$ cat src/rtl/nibble_serial_adder.sv
// Nibble-serial WIDTH-bit adder: one CLA_4bit slice reused once per nibble, LSB first.
// Optional macro SUBTRACT_EN adds the sub port (a - b via ~b and carry-in of 1).

module CLA_4bit (
  input  logic [3:0] a,
  input  logic [3:0] b,
  input  logic       c_in,
  output logic [3:0] s,
  output logic       c_out
);
  logic [3:0] g, p;
  logic [4:0] c;

  assign g = a & b;
  assign p = a ^ b;
  assign c[0] = c_in;
  assign c[1] = g[0] | (p[0] & c[0]);
  assign c[2] = g[1] | (p[1] & g[0]) | (p[1] & p[0] & c[0]);
  assign c[3] = g[2] | (p[2] & g[1]) | (p[2] & p[1] & g[0]) | (p[2] & p[1] & p[0] & c[0]);
  assign c[4] = g[3] | (p[3] & g[2]) | (p[3] & p[2] & g[1]) | (p[3] & p[2] & p[1] & g[0])
              | (p[3] & p[2] & p[1] & p[0] & c[0]);
  assign s     = p ^ c[3:0];
  assign c_out = c[4];
endmodule

module nibble_serial_adder #(
  parameter int WIDTH = 16
) (
  input  logic             clk,
  input  logic             rst,
  input  logic             in_valid,
  output logic             in_ready,
  input  logic [WIDTH-1:0] a,
  input  logic [WIDTH-1:0] b,
  input  logic             c_in,
`ifdef SUBTRACT_EN
  input  logic             sub,
`endif
  output logic             out_valid,
  input  logic             out_ready,
  output logic [WIDTH-1:0] sum,
  output logic             c_out,
  output logic             busy
);
  localparam int NIBBLES = WIDTH / 4;
  localparam int CNT_W   = (NIBBLES > 1) ? $clog2(NIBBLES) : 1;

  localparam logic [1:0] IDLE = 2'd0;
  localparam logic [1:0] RUN  = 2'd1;
  localparam logic [1:0] DONE = 2'd2;

  generate
    if (WIDTH < 4 || (WIDTH % 4) != 0) begin : g_bad_width
      $error("nibble_serial_adder: WIDTH must be a multiple of 4 and >= 4");
    end
  endgenerate

  logic [1:0]       state;
  logic [WIDTH-1:0] a_sr, b_sr, sum_r;
  logic             carry_r, c_out_r;
  logic [CNT_W-1:0] cnt;

  logic [3:0]       slice_s;
  logic             slice_co;
  logic [WIDTH+3:0] sum_cat;
  logic [WIDTH-1:0] b_load;
  logic             cin_load;

  CLA_4bit u_slice (
    .a    (a_sr[3:0]),
    .b    (b_sr[3:0]),
    .c_in (carry_r),
    .s    (slice_s),
    .c_out(slice_co)
  );

  // New nibble enters at the top; after NIBBLES passes the LSB nibble lands at bit 0.
  assign sum_cat = {slice_s, sum_r};

`ifdef SUBTRACT_EN
  assign b_load   = sub ? ~b : b;
  assign cin_load = sub ? 1'b1 : c_in;
`else
  assign b_load   = b;
  assign cin_load = c_in;
`endif

  always_ff @(posedge clk) begin
    if (rst) begin
      state   <= IDLE;
      a_sr    <= '0;
      b_sr    <= '0;
      sum_r   <= '0;
      carry_r <= 1'b0;
      c_out_r <= 1'b0;
      cnt     <= '0;
    end else begin
      case (state)
        IDLE: if (in_valid) begin
          a_sr    <= a;
          b_sr    <= b_load;
          carry_r <= cin_load;
          cnt     <= '0;
          state   <= RUN;
        end
        RUN: begin
          sum_r   <= sum_cat[WIDTH+3:4];
          a_sr    <= a_sr >> 4;
          b_sr    <= b_sr >> 4;
          carry_r <= slice_co;
          cnt     <= cnt + 1'b1;
          if (cnt == CNT_W'(NIBBLES - 1)) begin
            c_out_r <= slice_co;
            state   <= DONE;
          end
        end
        DONE: if (out_ready) state <= IDLE;
        default: state <= IDLE;
      endcase
    end
  end

  assign in_ready  = (state == IDLE);
  assign out_valid = (state == DONE);
  assign busy      = (state != IDLE);
  assign sum       = sum_r;
  assign c_out     = c_out_r;
endmodule
$ cat config.mk
export PLATFORM = sky130hd
export DESIGN_NAME = nibble_serial_adder
export DESIGN_NICKNAME = d
export VERILOG_FILES = /design/src/rtl/nibble_serial_adder.sv
export SDC_FILE = /design/constraint.sdc
export NUM_CORES = 1
export LEC_CHECK = 0
export ABC_AREA = 1
export BUFFER_PORTS_ARGS = -buffer_cell sky130_fd_sc_hd__buf_2
export CORE_UTILIZATION = 50
export CTS_BUF_LIST = sky130_fd_sc_hd__clkbuf_2
export CTS_CLUSTER_DIAMETER = 200
export DETAILED_ROUTE_END_ITERATION = 8
export GPL_TIMING_DRIVEN = 0
export PLACE_DENSITY = 0.76
export REMOVE_ABC_BUFFERS = 1
export SLEW_MARGIN = 30
export SYNTH_ARGS = -nofsm -noshare
export SYNTH_HDL_FRONTEND = slang
export SYNTH_SLANG_ARGS = --single-unit
$ cat constraint.sdc
create_clock -name clk -period 2 [get_ports clk]
set_clock_uncertainty 0.05 [all_clocks]
set_input_delay 0.1 -clock clk [delete_from_list [all_inputs] [get_ports clk]]
set_output_delay 0.1 -clock clk [all_outputs]
set_load 0.01 [all_outputs]
==> out/results.ini, run 1 <==
[finish]
stdcell_count = 426
antenna_cells = 0
drive_above_1_share_pct = 20.6
multi_input_area_sq_mm = 0.00105
syn2layout_area_growth_pct = 33.8
fill_cells = 362
finalNetCount = 416
seqCellArea_sq_mm = 0.00108

[timing]
tightest_slew_ns = 0.637
setup_viol = 0
fin_setup_tns_ns = 0
fmax_mhz = 564
finalMaxSlewViolations = 0
min_period_ns = 1.77
max_slew_margin_pct = 57.5
finalCritPeriodShare_pct = 88.7
hold_viol = 0
rsz0062_at_grt = no

[place]
hpwlAfterDp_um = 3070
io_buffers = 56
gp_congestion = 0.764
dp.cells = 371

[worst_setup_path]
startpoint = state[1]$_SDFFE_PP0P_
regToRegSetupSlack_ns = 0.23
worst-setup-path-type = reg2reg
reg2reg_to = a_sr[2]$_SDFFE_PP0P_
critPathRequiredTime_ns = 2.36
r2r_start = state[1]$_SDFFE_PP0P_
cp_max_fo = 26
start_kind = register
reg2reg_depth = 5
cp.arrival_ns = 2.13
endpoint_kind = register

[synth]
synth_top_cell_by_area = dfxtp_1
yosysUniqueCellTypes = 25
ys_ff_latch = 54
syn_area_per_cell_sq_um = 8.01
yosys_most_used_dff = dfxtp_1
synth_area_leaders = dfxtp_1, a21oi_1, o22ai_1
async_reset_ff_share_pct = 0
yosys_warnings = 0
synth_edf_count = 0
synth.yosys.seq_area_share_pct = 47.4
synth_top_area_share_pct = 47.4
synth_cells = 285
syn_area_sq_mm = 0.00228

[floorplan]
die_w_um = 69.6
io_pins = 57
coreArea_sq_mm = 0.00438
die_h_um = 69.6
die_area_sq_mm = 0.00484
initial_utilization_pct = 52.1
fp-row-count = 24

[cts]
cts_buffers = 5
cts-root-buf = clkbuf_2
clk_latency_ns = 0.45
clk_pin_slew_ns = 0.26
cts_tree = done
clk_path_buf_depth = 2
numClockSinks = 54
ctsHtreeMaxLevel = 2

[pwr]
p_per_area_mw_per_mm2 = 772
p_leak_nw = 1.35
irDropWorstVdd_v = 0.000518
p_total_mw = 2.36

[hold_path]
hp-start = in_valid
hp-class = in2reg
whs_endpoint = state[0]$_SDFFE_PP0P_
whs_path_depth = 3

[detailed_routing]
drt-total-wl_um = 6000
drtIter0Drc = 115
vias_per_cell = 5.59
wire_per_inst_um = 14.1
via_count = 2382
dr.pass1.iters = 4
route.detailed.drc = 0
postRouteAntennaNets = 0

[global_route]
grt-ovfl-total = 0
first_global_vias = 2160
grt.total_usage_pct = 24.4
grt_max_degree = 52
antenna_found_initial = 0
grt_pass1_wl_um = 9560

[outcome]
outcome = finished clean

[run]
cap_violations = 0

==> per-layer routing <==
layer / up-vias / part of all wire [%] / GRT usage (%)
met5: - / 0 / 0
met4: 0 / 1.4 / 7.94
met3: 10 / 8.3 / 6.25
met2: 103 / 47 / 40.5
met1: 1096 / 43 / 31.1
li1: 1173 / - / -
==> worst max-delay path: stages, from the launching register on <==
cell and delay (ns):
dfxtp_1 0.49, nor2_4 0.32, nand2_2 0.30, nand2_8 0.27
o21ai_1 0.11, a21oi_1 0.18
==> where the power goes <==
| group | internal (mW) | leakage (nW) | switching [mW] |
|---|---|---|---|
| combinational | 0.238 | 0.865 | 0.311 |
| sequential | 1.18 | 0.446 | 0.0635 |
| clock | 0.222 | 0.0432 | 0.338 |
==> how the worst max path moves through the flow <==
| stage | slack (ns) | end |
|---|---|---|
| finish | 0.23 | a_sr[2]$_SDFFE_PP0P_ |
| global route | 0.14 | c_out$_SDFFE_PP0P_ |
| CTS | 0.06 | a_sr[7]$_SDFFE_PP0P_ |
| detailed placement | -0.82 | a_sr[8]$_SDFFE_PP0P_ |
| global placement | -0.87 | a_sr[8]$_SDFFE_PP0P_ |
| floorplan | -0.13 | a_sr[8]$_SDFFE_PP0P_ |
==> repair_timing <==
item,4_1_cts,5_1_grt
gates resized for setup,4,4
hold endpoints to repair,37,0
setup endpoints to repair,49,33
gates cloned,2,1
pin swaps,1,1
buffers inserted,1,0
hold buffers,43,0
==> layout make-up <==
| type | instances | area share, % |
|---|---|---|
| well taps | 52 | 2.13 |
| repair buffers | 100 | 23.5 |
| clock buffers | 7 | 1.15 |
| inverters | 19 | 2.50 |
| flip-flops and latches | 54 | 35.4 |
| multi-input cells | 193 | 34.3 |
| clock inverters | 1 | 0.984 |
==> sequential cells by signal, indices dropped and copies added, names as in the netlist <==
name	flops
state	2
sum	16
cnt	2
carry_r	1
a_sr	16
b_sr	16
c_out	1
==> cells by family after synthesis <==
group / after synthesis / synth area share, %
and+or+nand+nor: 76 / 14.8
AOI/OAI and AO/OA: 107 / 25.0
buffers and inverters: 41 / 8.83
DFF: 54 / 47.4
adders and majority gates: 6 / 3.62
xor gates and xnor gates: 1 / 0.384
==> synthesized netlist by cell type (4+ instances only) <==
| library cell | n |
|---|---|
| dfxtp_1 | 54 |
| a21oi_1 | 41 |
| nor2_1 | 30 |
| o21ai_1 | 27 |
| o22ai_1 | 24 |
| nand3_1 | 23 |
| inv_1 | 17 |
| nand2_1 | 17 |
| o21ai_0 | 13 |
| buf_2 | 8 |
| clkbuf_1 | 7 |
| ha_1 | 5 |
| buf_6 | 4 |
==> cells in the final DEF (no fill, tap or decap) <==
cell type,instances
bufinv_16,1
buf_2,56
o22ai_1,24
ha_1,5
inv_1,16
clkbuf_2,7
nor2_1,29
nand2_2,1
or2_2,2
dfxtp_1,54
a21oi_1,41
inv_4,2
nor3_1,1
nor2_4,3
o211ai_1,1
o21ai_0,13
inv_2,1
o21a_1,1
nor2_2,1
nand2_8,1
dlygate4sd3_1,43
nand3_1,23
nand2_4,1
nand4_1,1
o21ai_1,27
xor2_1,1
buf_4,1
nand2_1,16
fa_1,1
==> metrics by stage <==
step | worst slack [ns] | hold WS (ns) | utilization (%) | instance area, sq um
global placement | -0.868 | 0.331 | 57.0 | 2500
global route | 0.137 | 0.202 | 69.6 | 3050
CTS | 0.0635 | 0.148 | 69.1 | 3030
finish | 0.226 | 0.198 | 69.6 | 3050
detailed placement | -0.817 | 0.333 | 57.0 | 2500
floorplan | -0.133 | 0.119 | - | 2150
No activity file was read; power rests on OpenSTA's default activity.
==> inputs of run 2 (changes only) <==
--- a/config.mk
+++ b/config.mk
@@ -7,12 +7,12 @@
 export LEC_CHECK = 0
 export ABC_AREA = 1
 export BUFFER_PORTS_ARGS = -buffer_cell sky130_fd_sc_hd__buf_2
-export CORE_UTILIZATION = 50
+export CORE_UTILIZATION = 45
 export CTS_BUF_LIST = sky130_fd_sc_hd__clkbuf_2
 export CTS_CLUSTER_DIAMETER = 200
 export DETAILED_ROUTE_END_ITERATION = 8
 export GPL_TIMING_DRIVEN = 0
-export PLACE_DENSITY = 0.76
+export PLACE_DENSITY = 0.69
 export REMOVE_ABC_BUFFERS = 1
 export SLEW_MARGIN = 30
 export SYNTH_ARGS = -nofsm -noshare
==> run 2 against run 1 <==
  * Combinational power decreased by 1%
  * Largest cell class unchanged
  * Flip-flop and latch count is the same
  * Final cell count rose by 3.1%
  * Cell area rose by 0.70%
  * Critical endpoint is now a_sr[8]$_SDFFE_PP0P_
  * Wire length shrank 4.2%
  * Sequential power hardly changed
  * Power fell by 1.9%
  * Clock power decreased by 6.8%
  * Via count fell by 4.1%
  * Worst hold slack lost 0.018 ns
  * Global-route usage fell by 2.0 points
==> out/results.ini, run 2 (same netlist as run 1, synthesis figures left out) <==
[worst_setup_path]
cp_slowest_stage_delay_ns = 0.43
critical_path.slowest_cell = dfxtp_2
crit_chain = inv_6, nor2_4, buf_16, inv_4, nand2_8, o21ai_0, a21oi_1
endpoint_kind = register
cp.arrival_ns = 2.11
worst-setup-path-type = reg2reg
start_kind = register
critPathRequiredTime_ns = 2.31
cpLargestDelayFamily = buffers and inverters
path_buf_inv = 3
cp_num_cells = 7
reg2reg_depth = 7
cp_max_fo = 51

[floorplan]
die_area_sq_mm = 0.00536
die_h_um = 73.2
initial_utilization_pct = 47.7
fp-row-count = 25
die_w_um = 73.2
coreArea_sq_mm = 0.00479
io_pins = 57

[global_route]
antenna_found_initial = 0
grt.total_usage_pct = 22.5
grt-ovfl-total = 0
first_global_vias = 2077
grt_pass1_wl_um = 9260
grt_max_degree = 52

[finish]
syn2layout_area_growth_pct = 34.7
layout_common_cells = buf_2, dfxtp_1, dlygate4sd3_1, a21oi_1, nor2_1
fin_util_pct = 64.2
final_common_cell = buf_2
antenna_cells = 0
fin_area_sq_mm = 0.00307
finalNetCount = 415
stdcell_count = 439
drive_above_1_share_pct = 20.2

[detailed_routing]
drt-total-wl_um = 5740
postRouteAntennaNets = 0
route.detailed.drc = 0
dr.pass1.iters = 4
drtIter0Drc = 67
via_count = 2284
vias_per_cell = 5.20
wire_per_inst_um = 13.1

[cts]
cts_tree = done
cts-root-buf = clkbuf_2
cts_buffers = 5
clk_latency_ns = 0.44
clk_path_buf_depth = 2
numClockSinks = 54
clk_pin_slew_ns = 0.26
ctsHtreeMaxLevel = 2

[timing]
finalCritPeriodShare_pct = 89.8
max_slew_margin_pct = 59.1
whs_ns = 0.179
finalMaxSlewViolations = 0
setup_ws_ns = 0.204
setup_viol = 0
fmax_mhz = 557
rsz0062_at_grt = no
min_period_ns = 1.80
hold_viol = 0
tightest_slew_ns = 0.613

[place]
gp_congestion = 0.768
dp.cells = 387
io_buffers = 56
placedInstanceArea_sq_mm = 0.00254
dp_slack_ns = -0.519
hpwlAfterDp_um = 3130

[pwr]
p_leak_nw = 1.35
p_per_area_mw_per_mm2 = 752
irDropWorstVdd_v = 0.000409

[run]
cap_violations = 0

[outcome]
outcome = finished clean

[hold_path]
whs_path_depth = 3
hp-class = in2reg

-- run 2: cell count changes in the layout (fill, tap and decap cells not counted), sizes merged --
cell,change
clkbuf,-2
buf,+1
clkinv,+1
nand2,-1
nor2,-1
-- run 2: through the flow --
| step | total power [mW] | setup TNS (ns) |
|---|---|---|
| final | 2.31 | 0 |
| after floorplan | 1.55 | -2.50 |
| after global placement | 1.70 | -31.84 |
| after detailed placement | 1.72 | -12.72 |
| after global routing | 2.44 | 0 |
| after CTS | 2.31 | 0 |
-- run 2: final timing paths --
check | start | endpoint | slack, ns
max reg2reg | state[0]$_SDFFE_PP0P_ | a_sr[8]$_SDFFE_PP0P_ | 0.20
min reg2reg | cnt[0]$_SDFFE_PP0P_ | cnt[0]$_SDFFE_PP0P_ | 0.44
max | state[0]$_SDFFE_PP0P_ | a_sr[8]$_SDFFE_PP0P_ | 0.20
min | in_valid | state[0]$_SDFFE_PP0P_ | 0.18
-- run 2: metal layers --
metal | GRT usage (%) | part of all wire, %
met1 | 29.2 | 47
met2 | 38.0 | 48
met3 | 3.59 | 4.2
met4 | 7.19 | 1.3
met5 | 0 | 0
-- run 2: worst min-delay path, cell delays in order --
cell	delay, ns
buf_2	0.17
nand2_2	0.28
a21oi_1	0.12
-- run 2: cell type report --
cell class / instances / area, sq um
clock inverter: 2 / 33.8
multi-input combinational: 191 / 1020
sequential: 54 / 1080
timing repair buffer: 101 / 746
clock buffer: 5 / 25.0
fill: 436 / 1710
inverter: 19 / 78.8
tap: 67 / 83.8
-- run 2: timing repair --
item                                    4_1_cts  5_1_grt
cloned                                        1        0
hold endpoints to repair                     36        0
endpoints found under the setup margin       49       11
buffers inserted                              1        0
hold buffers                                 43        0
resized for setup                             5        3
pin swaps                                     1        0
-- run 2: power by group --
group / leakage [nW] / internal (mW) / switching, mW
logic: 0.869 / 0.245 / 0.298
registers: 0.447 / 1.18 / 0.0635
clock network: 0.0365 / 0.201 / 0.321
total: 1.35 / 1.63 / 0.682
==> inputs of run 3 (changes only) <==
--- a/config.mk
+++ b/config.mk
@@ -12,6 +12,7 @@
 export CTS_CLUSTER_DIAMETER = 200
 export DETAILED_ROUTE_END_ITERATION = 8
 export GPL_TIMING_DRIVEN = 0
+export MAX_ROUTING_LAYER = met4
 export PLACE_DENSITY = 0.69
 export REMOVE_ABC_BUFFERS = 1
 export SLEW_MARGIN = 30
==> run 3 against run 2 <==
  * Power about the same
  * Maximum frequency about the same
  * Combinational power about the same
  * Critical endpoint unchanged
  * Final cell count unchanged
  * Worst hold slack improved by 0.0014 ns
  * Sequential power about the same
  * Global-route usage increased by 0.70 points
  * Highest routed layer unchanged
  * Worst setup slack improved by 0.00077 ns
  * Clock-buffer cell count unchanged
  * Clock power about the same
  * Critical path depth unchanged
==> out/results.ini, run 3 (same netlist as run 1, synthesis figures left out) <==
[cts]
cts_tree = done
cts-root-buf = clkbuf_2
numClockSinks = 54
ctsHtreeMaxLevel = 2
clk_path_buf_depth = 2
clk_latency_ns = 0.43
clk_pin_slew_ns = 0.26
cts_buffers = 5

[global_route]
grt_max_degree = 52
grt-ovfl-total = 0
grt.total_usage_pct = 23.2
first_global_vias = 2074
antenna_found_initial = 0
grt_pass1_wl_um = 9270

[floorplan]
die_h_um = 73.2
coreArea_sq_mm = 0.00479
die_area_sq_mm = 0.00536
fp-row-count = 25
initial_utilization_pct = 47.7
io_pins = 57
die_w_um = 73.2

[pwr]
irDropWorstVdd_v = 0.000412
p_per_area_mw_per_mm2 = 752
p_leak_nw = 1.35
p_total_mw = 2.31

[finish]
antenna_cells = 0
drive_above_1_share_pct = 20.2
layout_common_cells = buf_2, dfxtp_1, dlygate4sd3_1, a21oi_1, nor2_1
syn2layout_area_growth_pct = 34.7
stdcell_count = 439
finalNetCount = 415
final_common_cell = buf_2

[place]
io_buffers = 56
gp_congestion = 0.778
hpwlAfterDp_um = 3130
dp.cells = 387

[timing]
max_slew_margin_pct = 59.1
rsz0062_at_grt = no
finalMaxSlewViolations = 0
finalCritPeriodShare_pct = 89.8
tightest_slew_ns = 0.613
min_period_ns = 1.80
hold_viol = 0
setup_viol = 0
fmax_mhz = 557

[worst_setup_path]
critPathRequiredTime_ns = 2.31
start_kind = register
cp.arrival_ns = 2.11
endpoint_kind = register
reg2reg_depth = 7
cp_max_fo = 51
worst-setup-path-type = reg2reg
reg2reg_to = a_sr[8]$_SDFFE_PP0P_
r2r_start = state[0]$_SDFFE_PP0P_
regToRegSetupSlack_ns = 0.20

[detailed_routing]
via_count = 2287
route.detailed.drc = 0
postRouteAntennaNets = 0
drt-total-wl_um = 5750
drtIter0Drc = 67
vias_per_cell = 5.21
dr.pass1.iters = 4
wire_per_inst_um = 13.1

[run]
cap_violations = 0

[hold_path]
hp-start = in_valid
whs_path_depth = 3
whs_endpoint = state[0]$_SDFFE_PP0P_
hp-class = in2reg

[outcome]
outcome = finished clean

-- run 3: cell counts in the layout (fill, tap and decap cells not counted) --
Identical to the previous run, type by type.
-- run 3: area by class of cell --
class | count | area, sq um
Fill cell | 436 | 1710
Sequential cell | 54 | 1080
Multi-Input combinational cell | 191 | 1020
Timing Repair Buffer | 101 | 746
Tap cell | 67 | 83.8
Inverter | 19 | 78.8
Clock inverter | 2 | 33.8
Clock buffer | 5 | 25.0
-- run 3: metal layers --
metal / global-route usage [%] / vias to the layer above / routed length (um)
li1: - / 1172 / -
met1: 29.3 / 1048 / 2690
met2: 38.0 / 58 / 2740
met3: 3.59 / 9 / 241
met4: 7.19 / 0 / 77
met5: - / - / 0
-- run 3: stage by stage --
stage	util (%)	area, sq um	hold WS, ns	TNS, ns	worst slack, ns
after floorplan	-	2150	0.119	-2.50	-0.133
after global placement	52.6	2520	0.327	-31.84	-0.918
after detailed placement	53.2	2540	0.329	-12.72	-0.519
after CTS	64.1	3070	0.153	0	0.108
after global routing	64.2	3070	0.163	0	0.0524
final	64.2	3070	0.181	0	0.205
-- run 3: where the power goes --
part | leakage (nW) | switching [mW] | internal, mW
clock | 0.0365 | 0.322 | 0.201
combinational | 0.869 | 0.298 | 0.245
sequential | 0.447 | 0.0635 | 1.18
-- run 3: worst max-delay path by stage --
stage / start / end / slack [ns]
2_1_floorplan: state[0]$_SDFFE_PP0P_ / a_sr[8]$_SDFFE_PP0P_ / -0.13
3_3_place_gp: state[0]$_SDFFE_PP0P_ / a_sr[8]$_SDFFE_PP0P_ / -0.92
3_5_place_dp: state[0]$_SDFFE_PP0P_ / a_sr[8]$_SDFFE_PP0P_ / -0.52
4_1_cts: state[1]$_SDFFE_PP0P_ / a_sr[10]$_SDFFE_PP0P_ / 0.11
5_1_grt: state[0]$_SDFFE_PP0P_ / a_sr[2]$_SDFFE_PP0P_ / 0.05
6_report: state[0]$_SDFFE_PP0P_ / a_sr[8]$_SDFFE_PP0P_ / 0.20
-- run 3: worst max-delay path: stages, from the launching register on --
cell,delay [ns]
dfxtp_2,0.43
inv_6,0.19
nor2_4,0.09
buf_16,0.17
inv_4,0.23
nand2_8,0.25
o21ai_0,0.24
a21oi_1,0.06
-- run 3: what timing repair did --
item | in CTS | in global routing
resized for setup | 5 | 3
buffers inserted | 1 | 0
hold buffers | 43 | 0
endpoints found under the setup margin | 49 | 11
cloned | 1 | 0
pin swaps | 1 | 0
hold endpoints to repair | 36 | 0
